==> src/rtl/imem_pkg.sv <==
// Shared types and constants for the instruction-memory arbiter.
//   NOP_INSN    : instruction returned to fetch on an error response.
//   owner_e     : which requester owns the response in flight.
//   arb_state_e : arbiter phase (boot, normal run, loader lock).
//   addr_err()  : misaligned or out-of-range byte address check.
package imem_pkg;

  localparam logic [31:0] NOP_INSN = 32'h00000013;

  typedef enum logic [1:0] {
    NONE = 2'd0,
    IF   = 2'd1,
    LD   = 2'd2
  } owner_e;

  typedef enum logic [1:0] {
    BOOT = 2'd0,
    RUN  = 2'd1,
    LOCK = 2'd2
  } arb_state_e;

  function automatic logic addr_err(input logic [31:0] addr, input logic [31:0] size);
    return (addr[1:0] != 2'b00) || (addr >= size);
  endfunction

endpackage

==> src/rtl/imem_rr_arb2.sv <==
// Two-input round-robin arbiter with a per-requester enable mask.
//   clk_i, rst_i : clock, asynchronous active-high reset
//   req_i[1:0]   : requests (bit 0 = fetch, bit 1 = loader)
//   mask_i[1:0]  : per-requester enable; a masked request is never granted
//   gnt_o[1:0]   : one-hot (or zero) grant, combinational
// The last winner is remembered; on contention the other requester wins.
// After reset the loader counts as last winner, so fetch wins the first tie.
module imem_rr_arb2 (
  input  logic       clk_i,
  input  logic       rst_i,
  input  logic [1:0] req_i,
  input  logic [1:0] mask_i,
  output logic [1:0] gnt_o
);

  logic       last_ld_q;
  logic       last_ld_d;
  logic [1:0] req_m;

  always_comb begin
    req_m = req_i & mask_i;
    gnt_o = req_m;
    if (req_m == 2'b11) begin
      gnt_o = last_ld_q ? 2'b01 : 2'b10;
    end
    last_ld_d = last_ld_q;
    if (gnt_o[1]) begin
      last_ld_d = 1'b1;
    end else if (gnt_o[0]) begin
      last_ld_d = 1'b0;
    end
  end

  always_ff @(posedge clk_i or posedge rst_i) begin
    if (rst_i) begin
      last_ld_q <= 1'b1;
    end else begin
      last_ld_q <= last_ld_d;
    end
  end

endmodule

==> src/rtl/imem_arbiter.sv <==
// Single-port instruction memory arbiter between CPU fetch (read-only) and
// the boot/debug loader (read/write).
//   i_clk, i_rst          : clock, asynchronous active-high reset
//   i_boot_release        : pulse that ends the boot phase (fetch blocked in boot)
//   i_if_*  / o_if_*      : fetch request/grant and 1-cycle response
//   i_ld_*  / o_ld_*      : loader request/grant (with bus lock) and response
//   o_mem_*, i_mem_rdata  : memory array port, read data one cycle after enable
// Optional build macro IMEM_ARB_STATS_EN adds o_stat_conflicts (contended
// cycles) and o_stat_errs (error responses), both saturating.
module imem_arbiter
  import imem_pkg::*;
#(
  parameter int SIZE = 512,
  parameter int AW   = $clog2(SIZE)
) (
  input  logic          i_clk,
  input  logic          i_rst,
  input  logic          i_boot_release,
  input  logic          i_if_req,
  input  logic [31:0]   i_if_addr,
  output logic          o_if_gnt,
  output logic          o_if_rvalid,
  output logic [31:0]   o_if_rdata,
  output logic          o_if_err,
  input  logic          i_ld_req,
  input  logic          i_ld_we,
  input  logic          i_ld_lock,
  input  logic [31:0]   i_ld_addr,
  input  logic [31:0]   i_ld_wdata,
  input  logic [3:0]    i_ld_be,
  output logic          o_ld_gnt,
  output logic          o_ld_rvalid,
  output logic [31:0]   o_ld_rdata,
  output logic          o_ld_err,
  output logic          o_mem_en,
  output logic [3:0]    o_mem_be,
  output logic [AW-1:0] o_mem_addr,
  output logic [31:0]   o_mem_wdata,
  input  logic [31:0]   i_mem_rdata
`ifdef IMEM_ARB_STATS_EN
  ,
  output logic [31:0]   o_stat_conflicts,
  output logic [15:0]   o_stat_errs
`endif
);

  arb_state_e state_q, state_d;
  owner_e     resp_owner_q, resp_owner_d;
  logic       resp_err_q, resp_err_d;
  logic       resp_wr_q, resp_wr_d;

  logic [1:0] req;
  logic [1:0] mask;
  logic [1:0] gnt;
  logic       if_err;
  logic       ld_err;

  // Grants are suppressed while reset is held so every output reads 0.
  assign req  = {i_ld_req, i_if_req};
  assign mask = {!i_rst, !i_rst && (state_q == RUN)};

  imem_rr_arb2 u_arb (
    .clk_i  (i_clk),
    .rst_i  (i_rst),
    .req_i  (req),
    .mask_i (mask),
    .gnt_o  (gnt)
  );

  assign o_if_gnt = gnt[0];
  assign o_ld_gnt = gnt[1];
  assign if_err   = addr_err(i_if_addr, 32'(SIZE));
  assign ld_err   = addr_err(i_ld_addr, 32'(SIZE));

  // State register
  always_ff @(posedge i_clk or posedge i_rst) begin
    if (i_rst) begin
      state_q <= BOOT;
    end else begin
      state_q <= state_d;
    end
  end

  // Next-state logic; a locked loader grant coinciding with boot release
  // goes straight to LOCK.
  always_comb begin
    state_d = state_q;
    case (state_q)
      BOOT: if (i_boot_release) state_d = (gnt[1] && i_ld_lock) ? LOCK : RUN;
      RUN:  if (gnt[1] && i_ld_lock) state_d = LOCK;
      LOCK: if ((gnt[1] && !i_ld_lock) || (!i_ld_req && !i_ld_lock)) state_d = RUN;
      default: state_d = BOOT;
    endcase
  end

  // Memory drive in the grant cycle; erroneous accesses are granted but
  // never reach the array.
  always_comb begin
    o_mem_en    = 1'b0;
    o_mem_be    = 4'b0000;
    o_mem_addr  = '0;
    o_mem_wdata = 32'h0;
    if (gnt[1]) begin
      o_mem_en    = !ld_err;
      o_mem_addr  = i_ld_addr[AW-1:0];
      o_mem_be    = (i_ld_we && !ld_err) ? i_ld_be : 4'b0000;
      o_mem_wdata = i_ld_wdata;
    end else if (gnt[0]) begin
      o_mem_en    = !if_err;
      o_mem_addr  = i_if_addr[AW-1:0];
      o_mem_wdata = i_ld_wdata;
    end
  end

  // Response tracking: one entry, owner of the access granted last cycle.
  always_comb begin
    resp_owner_d = gnt[1] ? LD : (gnt[0] ? IF : NONE);
    resp_err_d   = gnt[1] ? ld_err : if_err;
    resp_wr_d    = gnt[1] && i_ld_we;
  end

  always_ff @(posedge i_clk or posedge i_rst) begin
    if (i_rst) begin
      resp_owner_q <= NONE;
      resp_err_q   <= 1'b0;
      resp_wr_q    <= 1'b0;
    end else begin
      resp_owner_q <= resp_owner_d;
      resp_err_q   <= resp_err_d;
      resp_wr_q    <= resp_wr_d;
    end
  end

  always_comb begin
    o_if_rvalid = 1'b0;
    o_if_err    = 1'b0;
    o_if_rdata  = 32'h0;
    o_ld_rvalid = 1'b0;
    o_ld_err    = 1'b0;
    o_ld_rdata  = 32'h0;
    case (resp_owner_q)
      IF: begin
        o_if_rvalid = 1'b1;
        o_if_err    = resp_err_q;
        o_if_rdata  = resp_err_q ? NOP_INSN : i_mem_rdata;
      end
      LD: begin
        o_ld_rvalid = 1'b1;
        o_ld_err    = resp_err_q;
        o_ld_rdata  = (resp_err_q || resp_wr_q) ? 32'h0 : i_mem_rdata;
      end
      default: ;
    endcase
  end

`ifdef IMEM_ARB_STATS_EN
  logic [31:0] conflicts_q;
  logic [15:0] errs_q;

  always_ff @(posedge i_clk or posedge i_rst) begin
    if (i_rst) begin
      conflicts_q <= 32'h0;
      errs_q      <= 16'h0;
    end else begin
      // Both requesting always means exactly one is denied.
      if (i_if_req && i_ld_req && (conflicts_q != 32'hFFFF_FFFF)) begin
        conflicts_q <= conflicts_q + 32'd1;
      end
      if ((resp_owner_q != NONE) && resp_err_q && (errs_q != 16'hFFFF)) begin
        errs_q <= errs_q + 16'd1;
      end
    end
  end

  assign o_stat_conflicts = conflicts_q;
  assign o_stat_errs      = errs_q;
`endif

endmodule

==> config.mk <==
export PLATFORM = sky130hd
export DESIGN_NAME = imem_arbiter
export DESIGN_NICKNAME = d
export VERILOG_FILES = /design/src/rtl/imem_pkg.sv /design/src/rtl/imem_rr_arb2.sv /design/src/rtl/imem_arbiter.sv
export SDC_FILE = /design/constraint.sdc
export NUM_CORES = 1
export LEC_CHECK = 0
export CORE_AREA = 2 2 98 100
export CTS_CLUSTER_SIZE = 20
export DETAILED_ROUTE_END_ITERATION = 6
export DIE_AREA = 0 0 100 102
export PLACE_DENSITY = 0.71
export SLEW_MARGIN = 20
export SYNTH_ARGS = -nofsm -noshare
export SYNTH_HDL_FRONTEND = slang
export SYNTH_SLANG_ARGS = --single-unit
==> constraint.sdc <==
create_clock -name i_clk -period 2.02 [get_ports i_clk]
set_input_delay 0.404 -clock i_clk [delete_from_list [all_inputs] [get_ports i_clk]]
set_output_delay 0.404 -clock i_clk [all_outputs]
set_load 0.01 [all_outputs]
**Word level (Yosys, flattened, before mapping)**

Cells that the tools add are included.

- Memories: 0
- Memory bits (read-only): 0
- Latch bits: 0
- Bits in writable memories: 0
- Input port bits: 139
- Bits in registers: 7
- Word-level logic and storage cells: 64

- Mux-type cells: 28
- Div/mod/pow operators: 0
- Add/subtract/negate cells: 0
- Order comparisons: 2
- Bitwise operators: 1
- Shifts and indexed selects: 0
- Reductions and logical operators: 20
- Equal/unequal tests: 8
- $mul: 0

Operators with widths:

| kind | count |
|---|---|
| $mux 32 | 6 |
| $ge 32x10->1 const B | 2 |
| $mux 9 | 2 |
| $mux 2 | 7 |
| $mux 1 | 10 |
| $mux 4 | 2 |
| $eq 2x2->1 const B | 3 |
| $logic_and 1x1->1 | 6 |
| $pmux 2 s3 | 1 |
| $reduce_bool 2->1 | 3 |
| $logic_not 1->1 | 5 |
| $eq 2x1->1 const B | 2 |
| $logic_or 1x1->1 | 4 |
| $ne 2x2->1 const B | 2 |
| $reduce_and 3->1 | 1 |
| $and 2x2->2 | 1 |
| $logic_not 2->1 | 1 |
| $ne 2x1->1 const B | 1 |

**Longest topological paths before layout**

- Depth after elaboration: 9
- Depth in mapped cells: 6
- Mapped depth without buffers: 5

**Hierarchy**

Synthesis repeated with hierarchy kept, for this count alone.

- Cells, all modules: 188
- Area, all modules: 1323.8 um^2

Modules (own cells, without submodules):

| module | times used | cells each | area an instance (um^2) |
|---|---|---|---|
| imem_arbiter | 1 | 179 | 1252.5 |
| imem_rr_arb2 | 1 | 9 | 71.3 |

**Worst setup path after synthesis**

No wires, ideal clock.

- Path kind: reg2out
- Start point: register resp_owner_q[0]
- End point: output o_ld_rdata[10]
- Path slack: 0.236 ns
- Path buffers: 1
- Arrival: 1.380 ns
- Stages on the path, launching flop included: 5
- Data required time: 1.616 ns
- Cells stage by stage: dfrtp_1 nor2b_1 nor3b_1 clkbuf_1 and2_1

- Word-level cells in the longest chain between the ends: 2

RTL lines:

| element | RTL line | source |
|---|---|---|
| start, declared | imem_arbiter.sv:48 | `owner_e resp_owner_q, resp_owner_d;` |
| start signal, assigned | imem_arbiter.sv:128 | `resp_owner_q <= resp_owner_d;` |
| $eq 2x2->1 | imem_arbiter.sv:141 | `case (resp_owner_q)` |
| $mux 32 | imem_arbiter.sv:141 |  |
| end, declared | imem_arbiter.sv:33 | `output logic [31:0] o_ld_rdata,` |

No other way between the ends.

**Worst setup path after layout**

- Start point: register state_q[1]
- End point: output o_mem_wdata[2]

- Word-level cells in the longest chain between the ends: 7

RTL lines:

| element | RTL line | source |
|---|---|---|
| start, declared | imem_arbiter.sv:47 | `arb_state_e state_q, state_d;` |
| start signal, assigned | imem_arbiter.sv:80 | `state_q <= state_d;` |
| $eq 2x1->1 * | imem_arbiter.sv:60 | `assign mask = {!i_rst, !i_rst && (state_q == RUN)};` |
| $logic_and 1x1->1 * | imem_arbiter.sv:60 |  |
| $and 2x2->2 * | imem_rr_arb2.sv:21 | `req_m = req_i & mask_i;` |
| $eq 2x2->1 | imem_rr_arb2.sv:23 | `if (req_m == 2'b11) begin` |
| $mux 2 * | imem_rr_arb2.sv:23 |  |
| $mux 32 | imem_arbiter.sv:108 | `end else if (gnt[0]) begin` |
| $mux 32 * | imem_arbiter.sv:103 | `if (gnt[1]) begin` |
| end, declared | imem_arbiter.sv:38 | `output logic [31:0] o_mem_wdata,` |

Every way passes the cells marked *; elsewhere a longest branch is shown, timed or not.

==> results <==
## layout make-up
| cell class | count | area [µm²] |
|---|---|---|
| clock buffer | 3 | 41.29 |
| clock inverter | 1 | 5.005 |
| fill | 865 | 4576 |
| inverter | 6 | 25.02 |
| multi-input combinational | 161 | 1294 |
| sequential | 7 | 176.4 |
| tap | 111 | 138.9 |
| timing repair buffer | 308 | 2853 |
## repair_timing
| action | CTS | global route |
|---|---|---|
| resized for setup | 448 | 121 |
| endpoints found under the setup margin | 110 | 83 |
| cloned | 7 | 0 |
| pin swaps | 33 | 39 |
| endpoints found under the hold margin | 0 | 0 |
| buffers inserted | 30 | 5 |
## placed cells by master (no fill, tap or decap), types with 2 or more instances in the layout
cell type,synthesis,final
buf_12,0,2
buf_6,3,58
buf_2,2,34
buf_8,0,3
nor4_4,0,3
a21oi_1,3,3
a21boi_0,2,2
or2_4,1,4
dfrtp_1,6,6
nor4_1,10,3
clkdlybuf4s50_1,0,113
nor4_2,1,5
clkdlybuf4s15_1,0,6
buf_4,0,36
clkbuf_8,0,3
clkbuf_2,0,16
nand4_1,2,2
nand2b_4,0,2
dlygate4sd2_1,0,35
inv_1,5,5
dlymetal6s2s_1,0,2
nor2_1,12,10
nor3_1,5,3
a22o_1,9,9
and2_4,0,47
and2_1,99,52
## per-stage QoR
| step | utilization [%] | total power, mW |
|---|---|---|
| global placement | 44.20 | 0.9117 |
| global route | 49.77 | 1.393 |
| detailed placement | 44.20 | 0.9206 |
| CTS | 46.76 | 1.191 |
| finish | 49.77 | 1.323 |
| floorplan | - | 0.4049 |
## path summary, 6_finish.rpt
path / slack [ps] / depth (start not counted) / to
setup / recovery: -130 / 6 / o_mem_wdata[2]
hold / removal: 240 / 3 / resp_owner_q[0]$_DFF_PP0_
setup reg to reg: 550 / 6 / state_q[0]$_DFFE_PP0P_
hold reg to reg: 500 / 1 / u_arb.last_ld_q$_DFFE_PP1P_
max in group asynchronous: 1510 / 3 / u_arb.last_ld_q$_DFFE_PP1P_
min in group i_clk: 500 / 1 / u_arb.last_ld_q$_DFFE_PP1P_
## sequential cells by signal (all words and copies together) (netlist names)
| signal | count |
|---|---|
| resp_err_q | 1 |
| state_q | 2 |
| resp_owner_q | 2 |
| resp_wr_q | 1 |
| u_arb.last_ld_q | 1 |
## routing by layer
| layer | part of all wire [%] | up-vias | routed length (µm) |
|---|---|---|---|
| met4 | 1.5 | 0 | 140 |
| met3 | 9.1 | 14 | 854 |
| met5 | 0 | - | 0 |
| met1 | 33 | 1155 | 3131 |
| li1 | - | 1221 | - |
| met2 | 56 | 153 | 5284 |
## kinds of logic after synthesis
family / synth area share [%]
AO/OA/AOI/OAI: 12.18
buffers and inverters: 6.974
flip-flops: 13.85
AND/OR/NAND/NOR: 66.21
multiplexers: 0.7859
## power breakdown
part           total (mW)  switching [mW]  internal (mW)
Combinational       0.951           0.328          0.623
Clock               0.194          0.0608          0.134
Sequential          0.178          0.0155          0.162
## worst max-delay path: stages (launching register included)
cell,delay [ps]
dfrtp_1,380
and4bb_2,320
a21boi_4,260
or2_4,220
buf_6,110
and2_1,100
buf_2,130
==> flow_summary.yaml <==
die:
  rows: 35
  core_um2: 9109
  start_util_pct: 13.98
  die_w_um: 100
  die_y_um: 102
  io-pin-count: 255
  die_area_um2: 10200
synth:
  ys_seq_area_share_pct: 13.85
  ys_ff_latch: 7
  syn_area_um2: 1274
  postSynthAreaPerCell_um2: 6.998
  synth_nets: 321
  yosysMostFrequentCell: "and2_1"
  synthCells: 182
  yosys-top-cells-area: "and2_1, dfrtp_1, a22o_1, nor4_1, nor2_1"
  ys_top_cells_by_count: "and2_1, nor2_1, nor4_1, a22o_1"
  synthArstFlopShare_pct: 100.0
  synth_cell_types: 29
  synth_top_cell_by_area: "and2_1"
  synth-edff-count: 0
  netlist.area_leader.share_pct: 48.62
  ys_warn_count: 0
  synth_ff_type: "dfrtp_1"
global_route:
  antenna_found_initial: 0
  groute.layer.met3.usage_pct: 4.172
  grt_max_degree: 16
  grt-ovfl-total: 0
  met2_usage_pct: 32.12
  grt_first_pass_wirelength_mm: 12.95
  grt_usage_pct: 15.89
  grt_most_used_layer: "met2"
  grt_use_met1_pct: 16.47
  grt_pass1_vias: 2593
timing:
  slew_headroom_pct: 83.02
  timing.final.crit_share_pct: 106.4
  whs_ps: 241.8
  setup_violations: 44
  finClkSkew_ps: 3.660
  max_freq_mhz: 465.1
  min_period_ps: 2150
  drv_slew: 0
  setup_ws_ps: -130.3
  setup-tns-final_ps: -2956
  rsz0062_at_grt: "true"
  hold_violations: 0
  tightest_slew_ps: 252.3
place:
  dp_cells: 552
  place_ws_ps: -960.5
  io_buffer_count: 254
  place_area_um2: 4026
  globalplace.congestion: 0.6878
  hpwl_mm: 6.834
routing:
  drcViolationCount: 0
  wl_per_cell_um: 15.76
  vias: 2543
  drt_iter0_drc: 28
  drt_first_pass_iters: 4
  finalWirelength_mm: 9.411
  vias_per_cell: 4.260
  ant_nets: 0
clock_network:
  holdBufCountCts: 0
  cts_tree: "yes"
  root_buffer: "clkbuf_8"
  clockBufferDepth: 2
  htreeDepth: 1
  cts_inserted_buffers: 3
  insertion_delay_ps: 220
  cts.sinks: 7
  cts.clk_slew.worst_paths_ps: 40
final_layout:
  fin_cells: 597
  nets: 626
  n_antenna_cell: 0
  design_area_um2: 4533
  syn_to_final_growth_pct: 255.9
  layout-drive-gt1-share_pct: 47.12
worst_hold_path:
  hold_path_class: "input port to asynchronous set/reset pin"
critical_path:
  path_class: "register to primary output"
  r2r_start: "state_q[0]$_DFFE_PP0P_"
  crit_required_ps: 1620
  path_max_fanout: 7
  cp-start-kind: "register"
  worst_ep_arrival_time_ps: 1750
  crit_start: "state_q[1]$_DFFE_PP0P_"
  cp-end-kind: "primary output"
power_and_ir_drop:
  peakVddDrop_mv: 0.2285
  power_leakage_nw: 2.311
  power.density_nw_per_um2: 291.8
job:
  cap_violations: 0
run_status:
  outcome: "finished with violations"
  violations: "setup timing"
(Power assumes the default switching activity.)
